==> src/rtl/stack_ctrl_pkg.sv <==
// stack_ctrl_pkg: shared widths, depth and FSM encodings for the stack controller.
package stack_ctrl_pkg;
    localparam int DATA_WIDTH = 12;
    localparam int ADDR_WIDTH = 8;
    localparam int DEPTH = 1 << ADDR_WIDTH;
    localparam logic [ADDR_WIDTH:0] FULL_COUNT = (ADDR_WIDTH + 1)'(DEPTH);
    typedef enum logic {
        STATE_IDLE,
        STATE_SETTLE
    } state_e;
endpackage

==> src/rtl/stack_ctrl_if.sv <==
// stack_ctrl_if: command side and memory side of the stack controller.
interface stack_ctrl_if;
    import stack_ctrl_pkg::*;
    logic                  push;
    logic                  pop;
    logic [DATA_WIDTH-1:0] push_data;
    logic                  clear_err;
    logic                  cmd_ready;
    logic [DATA_WIDTH-1:0] pop_data;
    logic                  pop_valid;
    logic [DATA_WIDTH-1:0] top_data;
    logic                  top_valid;
    logic [ADDR_WIDTH:0]   count;
    logic                  full;
    logic                  empty;
    logic                  overflow;
    logic                  underflow;
    logic                  cmd_err;
    logic [DATA_WIDTH-1:0] mem_in_data;
    logic [ADDR_WIDTH-1:0] mem_in_address;
    logic                  mem_we;
    logic [ADDR_WIDTH-1:0] mem_out_address;
    logic [DATA_WIDTH-1:0] mem_out_data;
    modport slave (
        input  push, pop, push_data, clear_err, mem_out_data,
        output cmd_ready, pop_data, pop_valid, top_data, top_valid, count, full, empty,
               overflow, underflow, cmd_err, mem_in_data, mem_in_address, mem_we, mem_out_address
    );
    modport master (
        output push, pop, push_data, clear_err, mem_out_data,
        input  cmd_ready, pop_data, pop_valid, top_data, top_valid, count, full, empty,
               overflow, underflow, cmd_err, mem_in_data, mem_in_address, mem_we, mem_out_address
    );
endinterface

==> src/rtl/stack_ctrl.sv <==
// stack_ctrl: push/pop sequencer owning the stack pointer; read address moves one edge after any write.
module stack_ctrl
    import stack_ctrl_pkg::*;
(
    input logic        clock,
    input logic        reset_n,
    stack_ctrl_if.slave bus
);
    state_e                state_q;
    logic [ADDR_WIDTH:0]   count_q, count_d;
    logic [ADDR_WIDTH-1:0] rd_addr_q;
    logic [DATA_WIDTH-1:0] pop_data_q;
    logic                  pop_valid_q, ovf_q, udf_q, err_q;
    logic                  idle, full, empty, both, do_push, do_pop, ovf_set, udf_set;
    always_comb begin
        idle    = state_q == STATE_IDLE;
        full    = count_q == FULL_COUNT;
        empty   = count_q == '0;
        both    = idle && bus.push && bus.pop;
        do_push = idle && bus.push && !bus.pop && !full;
        do_pop  = idle && bus.pop && !bus.push && !empty;
        ovf_set = idle && bus.push && !bus.pop && full;
        udf_set = idle && bus.pop && !bus.push && empty;
        count_d = do_push ? count_q + 1'b1 : do_pop ? count_q - 1'b1 : count_q;
    end
    always_ff @(posedge clock or negedge reset_n) begin
        if (!reset_n) begin
            state_q     <= STATE_IDLE;
            count_q     <= '0;
            rd_addr_q   <= '0;
            pop_data_q  <= '0;
            pop_valid_q <= 1'b0;
            ovf_q       <= 1'b0;
            udf_q       <= 1'b0;
            err_q       <= 1'b0;
        end else begin
            state_q     <= (do_push || do_pop) ? STATE_SETTLE : STATE_IDLE;
            count_q     <= count_d;
            pop_valid_q <= do_pop;
            if (do_pop) pop_data_q <= bus.mem_out_data;
            // count_q already holds the post-access value while settling
            if (state_q == STATE_SETTLE)
                rd_addr_q <= empty ? '0 : ADDR_WIDTH'(count_q - 1'b1);
            ovf_q <= (ovf_q && !bus.clear_err) || ovf_set;
            udf_q <= (udf_q && !bus.clear_err) || udf_set;
            err_q <= (err_q && !bus.clear_err) || both;
        end
    end
    assign bus.cmd_ready       = idle;
    assign bus.pop_data        = pop_data_q;
    assign bus.pop_valid       = pop_valid_q;
    assign bus.top_data        = bus.mem_out_data;
    assign bus.top_valid       = idle && !empty;
    assign bus.count           = count_q;
    assign bus.full            = full;
    assign bus.empty           = empty;
    assign bus.overflow        = ovf_q;
    assign bus.underflow       = udf_q;
    assign bus.cmd_err         = err_q;
    assign bus.mem_we          = do_push;
    assign bus.mem_in_address  = do_push ? count_q[ADDR_WIDTH-1:0] : '0;
    assign bus.mem_in_data     = do_push ? bus.push_data : '0;
    assign bus.mem_out_address = rd_addr_q;
endmodule
==> src/flat_wrapper.sv <==
// flat-port wrapper written by rule: the top's interface ports become plain ports
module stack_ctrl_flat import stack_ctrl_pkg::*;
  (clock, reset_n, bus_push, bus_pop, bus_push_data, bus_clear_err, bus_mem_out_data, bus_cmd_ready, bus_pop_data, bus_pop_valid, bus_top_data, bus_top_valid, bus_count, bus_full, bus_empty, bus_overflow, bus_underflow, bus_cmd_err, bus_mem_in_data, bus_mem_in_address, bus_mem_we, bus_mem_out_address);
  stack_ctrl_if bus_i ();
  input logic clock;
  input logic reset_n;
  input wire logic [$bits(bus_i.push)-1:0] bus_push;
  input wire logic [$bits(bus_i.pop)-1:0] bus_pop;
  input wire logic [$bits(bus_i.push_data)-1:0] bus_push_data;
  input wire logic [$bits(bus_i.clear_err)-1:0] bus_clear_err;
  input wire logic [$bits(bus_i.mem_out_data)-1:0] bus_mem_out_data;
  output wire logic [$bits(bus_i.cmd_ready)-1:0] bus_cmd_ready;
  output wire logic [$bits(bus_i.pop_data)-1:0] bus_pop_data;
  output wire logic [$bits(bus_i.pop_valid)-1:0] bus_pop_valid;
  output wire logic [$bits(bus_i.top_data)-1:0] bus_top_data;
  output wire logic [$bits(bus_i.top_valid)-1:0] bus_top_valid;
  output wire logic [$bits(bus_i.count)-1:0] bus_count;
  output wire logic [$bits(bus_i.full)-1:0] bus_full;
  output wire logic [$bits(bus_i.empty)-1:0] bus_empty;
  output wire logic [$bits(bus_i.overflow)-1:0] bus_overflow;
  output wire logic [$bits(bus_i.underflow)-1:0] bus_underflow;
  output wire logic [$bits(bus_i.cmd_err)-1:0] bus_cmd_err;
  output wire logic [$bits(bus_i.mem_in_data)-1:0] bus_mem_in_data;
  output wire logic [$bits(bus_i.mem_in_address)-1:0] bus_mem_in_address;
  output wire logic [$bits(bus_i.mem_we)-1:0] bus_mem_we;
  output wire logic [$bits(bus_i.mem_out_address)-1:0] bus_mem_out_address;
  assign bus_i.push = bus_push;
  assign bus_i.pop = bus_pop;
  assign bus_i.push_data = bus_push_data;
  assign bus_i.clear_err = bus_clear_err;
  assign bus_i.mem_out_data = bus_mem_out_data;
  assign bus_cmd_ready = bus_i.cmd_ready;
  assign bus_pop_data = bus_i.pop_data;
  assign bus_pop_valid = bus_i.pop_valid;
  assign bus_top_data = bus_i.top_data;
  assign bus_top_valid = bus_i.top_valid;
  assign bus_count = bus_i.count;
  assign bus_full = bus_i.full;
  assign bus_empty = bus_i.empty;
  assign bus_overflow = bus_i.overflow;
  assign bus_underflow = bus_i.underflow;
  assign bus_cmd_err = bus_i.cmd_err;
  assign bus_mem_in_data = bus_i.mem_in_data;
  assign bus_mem_in_address = bus_i.mem_in_address;
  assign bus_mem_we = bus_i.mem_we;
  assign bus_mem_out_address = bus_i.mem_out_address;
  stack_ctrl u_core (.clock(clock), .reset_n(reset_n), .bus(bus_i));
endmodule
==> config.mk <==
export PLATFORM = sky130hd
export DESIGN_NAME = stack_ctrl_flat
export DESIGN_NICKNAME = d
export VERILOG_FILES = /design/src/rtl/stack_ctrl_pkg.sv /design/src/rtl/stack_ctrl_if.sv /design/src/rtl/stack_ctrl.sv /design/src/flat_wrapper.sv
export SDC_FILE = /design/constraint.sdc
export NUM_CORES = 1
export LEC_CHECK = 0
export CORE_ASPECT_RATIO = 0.6
export CORE_UTILIZATION = 35
export DETAILED_ROUTE_END_ITERATION = 6
export GPL_TIMING_DRIVEN = 0
export PLACE_DENSITY = 0.85
export SETUP_SLACK_MARGIN = 0.05
export SYNTH_ARGS = -nofsm -noshare
export SYNTH_HDL_FRONTEND = slang
export SYNTH_SLANG_ARGS = --single-unit
export TNS_END_PERCENT = 30
==> constraint.sdc <==
create_clock -name clock -period 1.9 [get_ports clock]
set_input_delay 0.38 -clock clock [delete_from_list [all_inputs] [get_ports clock]]
set_output_delay 0.38 -clock clock [all_outputs]
set_load 0.01 [all_outputs]
Word-level counts from Yosys, hierarchy flattened
Cells that the tools add are included.

storage, ports and cells
  bits in registers = 34
  bits in latches = 0
  RAM bits = 0
  memory bits (read-only) = 0
  bits of input ports = 29
  output and inout bits = 70
  logic and storage cells = 42
  memories = 0

cells by class
  add/sub/neg operators = 2
  multipliers = 0
  divide/modulo/power cells = 0
  order comparisons = 0
  eq/ne operators = 1
  shift-type cells = 0
  muxes and demuxes = 6
  bitwise operators = 1
  reduce and logical (&&, ||, !) cells = 24

operator list
  operator                                           count
  two-way mux 9 bit                                  2
  two-way mux 8 bit                                  2
  logical AND 1 bit                                  13
  two-way mux 12 bit                                 1
  adder 9 x 1 -> 9 bit (second input constant)       1
  equality test 9 bit (second input constant)        1
  logical NOT 9 bit                                  1
  subtractor 9 x 1 -> 9 bit (second input constant)  1
  logical NOT 1 bit                                  5
  logical OR 1 bit                                   4
  nonzero test 2 bit                                 1
  two-way mux 1 bit                                  1
  inverter 1 bit                                     1

Logic depth before layout (Yosys ltp)
  depth after elaboration = 6
  depth in mapped cells = 8
  gate-level depth less buffers = 7

Least setup slack after synthesis
No wires, ideal clock.

  path type = flip-flop to flip-flop
  from = register u_core.count_q[0], in the netlist u_core.bus.count[0]
  to = register u_core.count_q[8], in the netlist u_core.bus.count[8]
  library setup time = 127 ps
  arrival = 1954 ps
  required time = 1773 ps
  setup slack = -181 ps
  stages on the path, launching flop included = 7
  period minus slack after synthesis = 2081 ps
  cell sequence = dfrtp_1 inv_1 ha_1 or3b_4 or4_4 o32ai_1 nor3_1

between the ends
  cells in the longest elaborated chain, start to end = 4

RTL lines
  what                                                                               line              text
  start, declared                                                                    stack_ctrl.sv:10  logic [ADDR_WIDTH:0] count_q, count_d;
  start signal, assigned                                                             stack_ctrl.sv:38  count_q <= count_d;
  parallel branches: the longest is 4 deep, another holds subtractor 9 x 1 -> 9 bit  n/a

Parallel ways; which one is timed is not known. The select of a mux whose other input is x is not followed.
A chain may end at the register's enable or synchronous reset.

Final worst setup path
  from = register u_core.state_q
  to = output bus_mem_in_data[8]

between the ends
  cells in the longest elaborated chain, start to end = 5

RTL lines
  what                             line                text
  start, declared                  stack_ctrl.sv:9     state_e state_q;
  start signal, assigned           stack_ctrl.sv:37    state_q <= (do_push || do_pop) ? STATE_SETTLE : STATE_IDLE;
  inverter 1 bit                   stack_ctrl.sv:16    idle = state_q == STATE_IDLE;
  logical AND 1 bit (3 in series)  stack_ctrl.sv:20    do_push = idle && bus.push && !bus.pop && !full;
  two-way mux 12 bit               stack_ctrl.sv:62    assign bus.mem_in_data = do_push ? bus.push_data : '0;
  end, declared                    flat_wrapper.sv:23  output wire logic [$bits(bus_i.mem_in_data)-1:0] bus_mem_in_data;

No other way between the ends.

==> results by group <==
Clocking
  – Clock Latency Late Sink: 0.29 ns
  – H-tree levels: 2
  – Clock Tree Buf Depth: 2
  – CTS tree: yes
  – TritonCTS buffer count: 5
  – Hold Buf Count CTS: 0
  – CTS Sinks: 34
  – Reg clk slew, reported paths: 0.07 ns
  – Clock root buffer: clkbuf_8

Placement
  – Placed instance count: 328
  – Dpl ws: -0.974 ns
  – Quantity of I/O buffers inserted on ports: 98
  – RePlAce Congestion: 0.797
  – Final HPWL DP: 3660 µm

Die
  – Site Rows: 20
  – Area of the core: 5080 µm²
  – Die height: 58.3 µm
  – Starting Density: 36.5%
  – Die area: 5600 µm²
  – I/O pins: 99
  – Die width: 95.9 µm

Global route
  – Overflow after GRT: 0
  – Vias in the first global route: 1674
  – Largest net degree at the start of global routing: 35
  – Total GRT Usage: 19.5%
  – Initial antenna violation count: 0
  – First-pass GRT wire length: 8000 µm

Outcome
  – Status: complete, but fails checks
  – Failing checks: negative setup slack

Routing
  – Post-route ant nets: 0
  – Initial DRC Count: 49
  – # DRC: 0
  – Pre-antenna DRT Iters: 4
  – WL final: 5240 µm
  – Vias post-DR: 1717
  – Via/cell ratio: 4.81
  – Routed len/inst: 14.7 µm

Yosys
  – Mapped Cells: 164
  – Synthesized flop and latch total: 34
  – Post-synth EDFFs: 0
  – Top FF cell, synth: dfrtp_1
  – Syn nets: 195
  – Post-synthesis instance area: 1850 µm²
  – Post-synth ARST share: 100%
  – Seq/Total Area, Yosys: 45.9%
  – Post-synthesis cell type count: 45
  – Synth Area per Inst: 11.3 µm²
  – YS warnings: 0

Finish
  – Final net count: 321
  – Share of cells above drive strength 1: 46.0%
  – Area delta synth->final: 77.2%
  – Layout Cells excl Fill: 357
  – Commonest non-fill, non-tap cell in the layout: clkdlybuf4s50_1
  – Diodes inserted: 0
  – Commonest non-fill, non-tap cells in the layout: clkdlybuf4s50_1, buf_4, dfrtp_1
  – FILL cells: 404

Hold path
  – Worst Hold Class: input pin to asynchronous set/reset pin

STA
  – Slew headroom: 49.8%
  – Post-layout min period: 2.25 ns
  – Final Hold Viols: 0
  – Slew @ Worst Pin: 0.753 ns
  – Final setup violating endpoints: 27
  – RSZ-0062 raised after global routing: true
  – Slew Limit Fails: 0
  – Fmax: 444 MHz
  – Setup Skew: 0.00437 ns
  – Final Cycle Share: 118%
  – Final setup margin: -0.351 ns

Worst setup path
  – CP bufs+invs: 3
  – WP data required: 1.52 ns
  – Reg2reg start: u_core.bus.count[0]
  – CP max-delay cell: dfrtp_2
  – CP top delay family: simple AND/OR/NAND/NOR gates
  – Worst flop-to-flop path endpoint: u_core.bus.count[8]
  – WS Path Type: flip-flop to primary output
  – CP arrival: 1.87 ns
  – CP dominant cell by count: buf_6
  – Crit. End Element: primary output
  – Cell Chain, Critical Path: or3b_4 -> a31oi_4 -> buf_6 -> buf_6 -> and2_4 -> buf_6
  – Startpoint types: flip-flop
  – CP max stage delay: 0.46 ns
  – Reg2Reg Depth: 7
  – Max Fanout on Critical Path: 6
  – Reg2Reg Setup Slack: -0.10 ns

Pwr
  – Pwr dens: 1170 nW/µm²
  – Total Power: 3.83 mW
  – Cell leakage power: 1.52 nW
  – Maximum vdd drop: 0.496 mV

Flow run
  – Max_cap viols: 0
## repair_timing
action / 4_1_cts / 5_1_grt
endpoints found under the setup margin: 54 / 45
pin swaps: 8 / 11
buffers inserted: 19 / 2
resized for setup: 128 / 31
## synth_stat cells, drive strengths merged (2+ instances only)
library cell,n,share of area [%]
nor3,5,1.4
nand2,6,1.2
ha,2,1.4
nor2,5,1.0
dfrtp,34,46
and2,19,6.4
or3b,3,1.6
o21ai,3,1.0
xor2,6,2.8
buf,18,7.3
a22oi,2,1.1
nand3,3,0.81
and4,2,0.95
o2bb2ai,7,3.3
clkbuf,3,0.61
xnor2,6,2.8
mux2,12,8.7
o31ai,3,1.2
and3,2,0.74
inv,7,1.4
## area by class of cell
cell class | count | area (µm²) | share of cell area [%]
multi-input combinational | 102 | 937 | 28.6
sequential | 34 | 853 | 26.0
inverter | 7 | 33.8 | 1.03
clock buffer | 8 | 110 | 3.35
buffer | 21 | 176 | 5.38
tap | 66 | 82.6 | 2.52
timing repair buffer | 119 | 1090 | 33.2
## metal layers
metal	vias up	wire [µm]	track usage [%]
met4	0	66	7.04
met2	73	2330	31.0
met1	824	2370	25.0
met5	-	0	0
met3	8	472	6.72
li1	812	-	-
## worst max-delay path by stage
stage | startpoint | end | slack, ns | cells past startpoint
5_1_grt | u_core.bus.count[1] | bus_mem_in_data[9] | -0.42 | 9
3_5_place_dp | bus_push | bus_mem_in_data[7] | -0.97 | 6
3_3_place_gp | bus_push | bus_mem_in_data[8] | -0.96 | 6
6_report | u_core.state_q | bus_mem_in_data[8] | -0.35 | 6
2_1_floorplan | u_core.bus.count[1] | u_core.bus.count[8] | 0.01 | 6
4_1_cts | u_core.bus.count[0] | bus_mem_in_data[1] | -0.36 | 8
## where the power goes
| part | switching (mW) | internal, mW |
|---|---|---|
| logic | 0.932 | 1.15 |
| registers | 0.141 | 0.974 |
| clock network | 0.263 | 0.366 |
## through the flow
stage	setup TNS, ns	utilization, %	cell area [µm²]	hold WS (ns)
2_1_floorplan	0	-	1900	0.0844
3_3_place_gp	-35.68	58.4	2970	0.469
3_5_place_dp	-26.82	58.3	2960	0.473
4_1_cts	-6.58	63.4	3220	0.182
5_1_grt	-7.53	64.6	3280	0.222
6_report	-5.47	64.6	3280	0.154
## flip-flops by register name, summed over array words and instances, names as in the netlist
name and flops:
u_core.bus.mem_out_address 8, u_core.state_q 1, u_core.bus.overflow 1, u_core.bus.count 9, u_core.bus.pop_valid 1, u_core.bus.cmd_err 1
u_core.bus.underflow 1, u_core.bus.pop_data 12
## kinds of logic after synthesis
family                   Yosys count  synth area share (%)
AND/OR/NAND/NOR                   52                  18.0
flip-flops                        34                  45.9
buffers and inverters             28                  9.32
AO/OA/AOI/OAI                     23                  10.4
multiplexers                      13                  9.26
XOR/XNOR                          12                  5.68
adder cells (fa/ha/maj)            2                  1.35
Power figures use the tool's default switching activity.
==> patch 1 (same flow settings) <==
Set the package constant `ADDR_WIDTH` to 9 (it was 8).
--- a/src/rtl/stack_ctrl_pkg.sv
+++ b/src/rtl/stack_ctrl_pkg.sv
@@ -3,3 +3,3 @@
     localparam int DATA_WIDTH = 12;
-    localparam int ADDR_WIDTH = 8;
+    localparam int ADDR_WIDTH = 9;
     localparam int DEPTH = 1 << ADDR_WIDTH;
Interface: changed (resized bus_count, bus_mem_in_address and bus_mem_out_address); port bits go from 99 to 102. No check against the original RTL was run, so the function may have changed too.
==> patch 1 against the unedited design <==
- the run still ends with negative setup slack left
- worst setup slack got worse by 0.41 ns
- sequential cell count rose by 2
- clock power fell by 5.6%
- hold slack better by 0.031 ns
- largest cell class unchanged
- power up 11%
- cell area rose by 9.6%
- synthesized area up 7.6%
- clock skew is 0.0033 ns lower
- wire length up 29%
- maximum frequency down 15%
- first-iteration DRC count grew 110%
==> patch 1: results (changes against the unedited design) <==
* Clock group at 0.000594 W (was 0.000629 W)
* NetSw at 0.00155 W (was 0.00134 W)
* Post-synthesis mux area share at 8.35% (was 9.26%)
* Final WS setup at -0.757 ns (was -0.351 ns)
* Crit. Startpoint: u_core.bus.count[7] (was u_core.state_q)
* Failing checks: negative setup slack (unchanged)
* Met3 Resource Use GR at 7.14% (was 6.72%)
* WHS at 0.185 ns (was 0.154 ns)
* Syn Area/Cell at 10.4 µm² (was 11.3 µm²)
* Vias in the first global route at 1977 (was 1674)
* Internal at 0.00271 W (was 0.00249 W)
* CP endpoint: bus_mem_in_data[7] (was bus_mem_in_data[8])
* Post-synthesis sequential area ratio at 45.2% (was 45.9%)
* M2 GR Usage at 36.1% (was 31.0%)
* Detailed-route vias per instance at 5.10 (was 4.81)
* Post-CTS sizing at 166 (was 128)
* M1 wire length at 2930 µm (was 2370 µm)
* Port Buf Inserts at 101 (was 98)
* Final wirelength at 6730 µm (was 5240 µm)
* Outcome: finished, violations left (unchanged)
* Met1 track demand over resource at 30.2% (was 25.0%)
* Critical path arrival at 2.28 ns (was 1.87 ns)
* Tot GR Track Use at 22.9% (was 19.5%)
* Max-slew headroom at 44.8% (was 49.8%)
* Setup TNS at -28.21 ns (was -5.47 ns)
* Xor/xnor share of the synthesized area at 6.09% (was 5.68%)
* Leakage power of the design at 1.67 nW (was 1.52 nW)
* Post-synth top cells: dfrtp_1, and2_1, mux2_2 (was dfrtp_1, and2_1, buf_4)
* Sequential power at 0.00126 W (was 0.00111 W)
* Final setup violation count at 54 (was 27)
* Pre-CTS setup slack at -1.44 ns (was -0.974 ns)
* WL met2 at 3050 µm (was 2330 µm)
* Ratio of cells with drive above 1 in the final layout at 47.1% (was 46.0%)
* Worst reg-to-reg path cell count at 10 (was 7)
* First-pass GRT wire length at 10300 µm (was 8000 µm)
* Worst r2r dst: u_core.bus.count[0] (was u_core.bus.count[8])
* Placed cell areas at 3140 µm² (was 2960 µm²)
* Peak supply drop at 0.717 mV (was 0.496 mV)
* Fin cells at 397 (was 357)
* Gpl congestion at 0.885 (was 0.797)
* Initial DRC Count at 101 (was 49)
* Fill count at 385 (was 404)
## patch 1: cell types whose count changed in the layout (fill, tap and decap cells not counted), moves of 4 or more
cell       delta
buf_4         +6
buf_6         +8
mux2_2        +7
mux2_4        -6
nor2_1        +4
o2bb2ai_1     -4
## patch 1: area by class of cell
cell class	instances	area, µm²	share of cell area [%]
Buffer	24	215	5.98
Inverter	9	38.8	1.08
Tap cell	66	82.6	2.29
Sequential cell	36	906	25.2
Clock buffer	7	96.3	2.68
Multi-Input combinational cell	121	1030	28.6
Timing Repair Buffer	134	1230	34.2
## patch 1: worst max-delay path, cell delays in order (launching register included)
cell and delay [ns]:
dfrtp_1 0.39, clkbuf_8 0.14, or4_4 0.51, buf_6 0.15, o31ai_4 0.27, inv_2 0.13
buf_8 0.15, and2_4 0.13, buf_6 0.11
## patch 1: cell families (layout without fill, tap and decap cells)
kind of cell    count (synthesis)  after routing
compound gates                 30             30
xor+xnor                       13             13
fa+ha+maj                       2              2
buf+inv                        34            174
flops                          36             36
mux                            15             15
simple gates                   61             61
==> patch 2 (same flow settings) <==
Made on the original files. Make the reset (`reset_n`) synchronous in one clocked block.
--- a/src/rtl/stack_ctrl.sv
+++ b/src/rtl/stack_ctrl.sv
@@ -25,3 +25,3 @@
     end
-    always_ff @(posedge clock or negedge reset_n) begin
+    always_ff @(posedge clock) begin
         if (!reset_n) begin
Function: differs if reset_n is asserted again (counterexample within 4 cycles, from zero or initial values and one cycle with reset_n low); with reset_n held inactive, the same outputs for 10 cycles.
==> patch 2 against the unedited design <==
- power increased by 5.2%
- cell area decreased by 1.1%
- wire length increased by 24%
- the flow still finishes with violations (negative setup slack)
- synthesized area decreased by 2.5%
- worst setup slack got worse by 0.097 ns
- critical endpoint is now bus_mem_in_address[3]
- combinational power increased by 15%
- register-to-register slack got worse by 0.15 ns
- critical path type unchanged
- maximum frequency decreased by 4.1%
- sequential cell count unchanged
- clock power decreased by 9.2%
- clock skew increased by 0.0016 ns
==> patch 2: results (changes against the unedited design) <==
* Worst reg-to-reg path cell count at 8 (was 7)
* Post-synth top cells: dfxtp_1, and2_1, nand2_1 (was dfrtp_1, and2_1, buf_4)
* Min-Delay Path Class: reg2reg (was in2async)
* Nets at 358 (was 321)
* Crit-path max FO at 5 (was 6)
* Net Count, Synth at 245 (was 195)
* Failing checks: negative setup slack (unchanged)
* Tot GR Track Use at 23.6% (was 19.5%)
* Fin cells at 391 (was 357)
* Setup TNS at -10.02 ns (was -5.47 ns)
* Worst r2r dst: u_core.bus.count[5] (was u_core.bus.count[8])
* Max Clock Skew at 0.00601 ns (was 0.00437 ns)
* Vias in the first global route at 1809 (was 1674)
* CP endpoint: bus_mem_in_address[3] (was bus_mem_in_data[8])
* Final wirelength at 6480 µm (was 5240 µm)
* Gpl congestion at 0.795 (was 0.797)
* Outcome: finished, violations left (unchanged)
* M2 GR Usage at 36.8% (was 31.0%)
* Synth Instances at 214 (was 164)
* Final setup violation count at 39 (was 27)
* Slowest stage delay, CP at 0.50 ns (was 0.46 ns)
* RR Startpoint: u_core.bus.count[0] (unchanged)
* Postcts setup bufs at 9 (was 19)
* Ranking of synthesized cells by area: dfxtp_1, and2_1, nand2_1 (was dfrtp_1, and2_1, mux2_4)
* WL met2 at 3000 µm (was 2330 µm)
* DRT Pass-1 Iters at 5 (was 4)
* Met1 track demand over resource at 32.8% (was 25.0%)
* Largest net degree at the start of global routing at 12 (was 35)
* Peak supply drop at 0.674 mV (was 0.496 mV)
* First-pass GRT wire length at 9630 µm (was 8000 µm)
* Final WS setup at -0.449 ns (was -0.351 ns)
-- patch 2: cell types whose count changed after synthesis, sizes merged, moves of 12 or more --
cell    delta
a21boi    +12
dfrtp     -34
nand2     +24
mux2      -12
and2      +13
dfxtp     +34
-- patch 2: cell families after synthesis --
kind of cell	count (synthesis)	share of synthesized area (%)
AOI/OAI and AO/OA	39	16.6
xor gates and xnor gates	10	4.85
adders and majority gates	2	1.39
buffers and inverters	33	10.4
DFF	34	37.7
and+or+nand+nor	96	29.1
-- patch 2: report_power, final --
group	leakage (nW)	switching, W	internal, W
registers	0.280	0.000170	0.000878
clock network	0.0472	0.000280	0.000291
logic	1.02	0.00119	0.00122
-- patch 2: area by class of cell --
class                      count  area [µm²]  area share [%]
buffer                        22         184            5.67
clock buffer                   6        82.6            2.54
clock inverter                 2        12.5           0.386
inverter                       7        33.8            1.04
multi-input combinational    147        1100            34.0
sequential                    34         697            21.5
tap                           63        78.8            2.43
timing repair buffer         110        1050            32.5
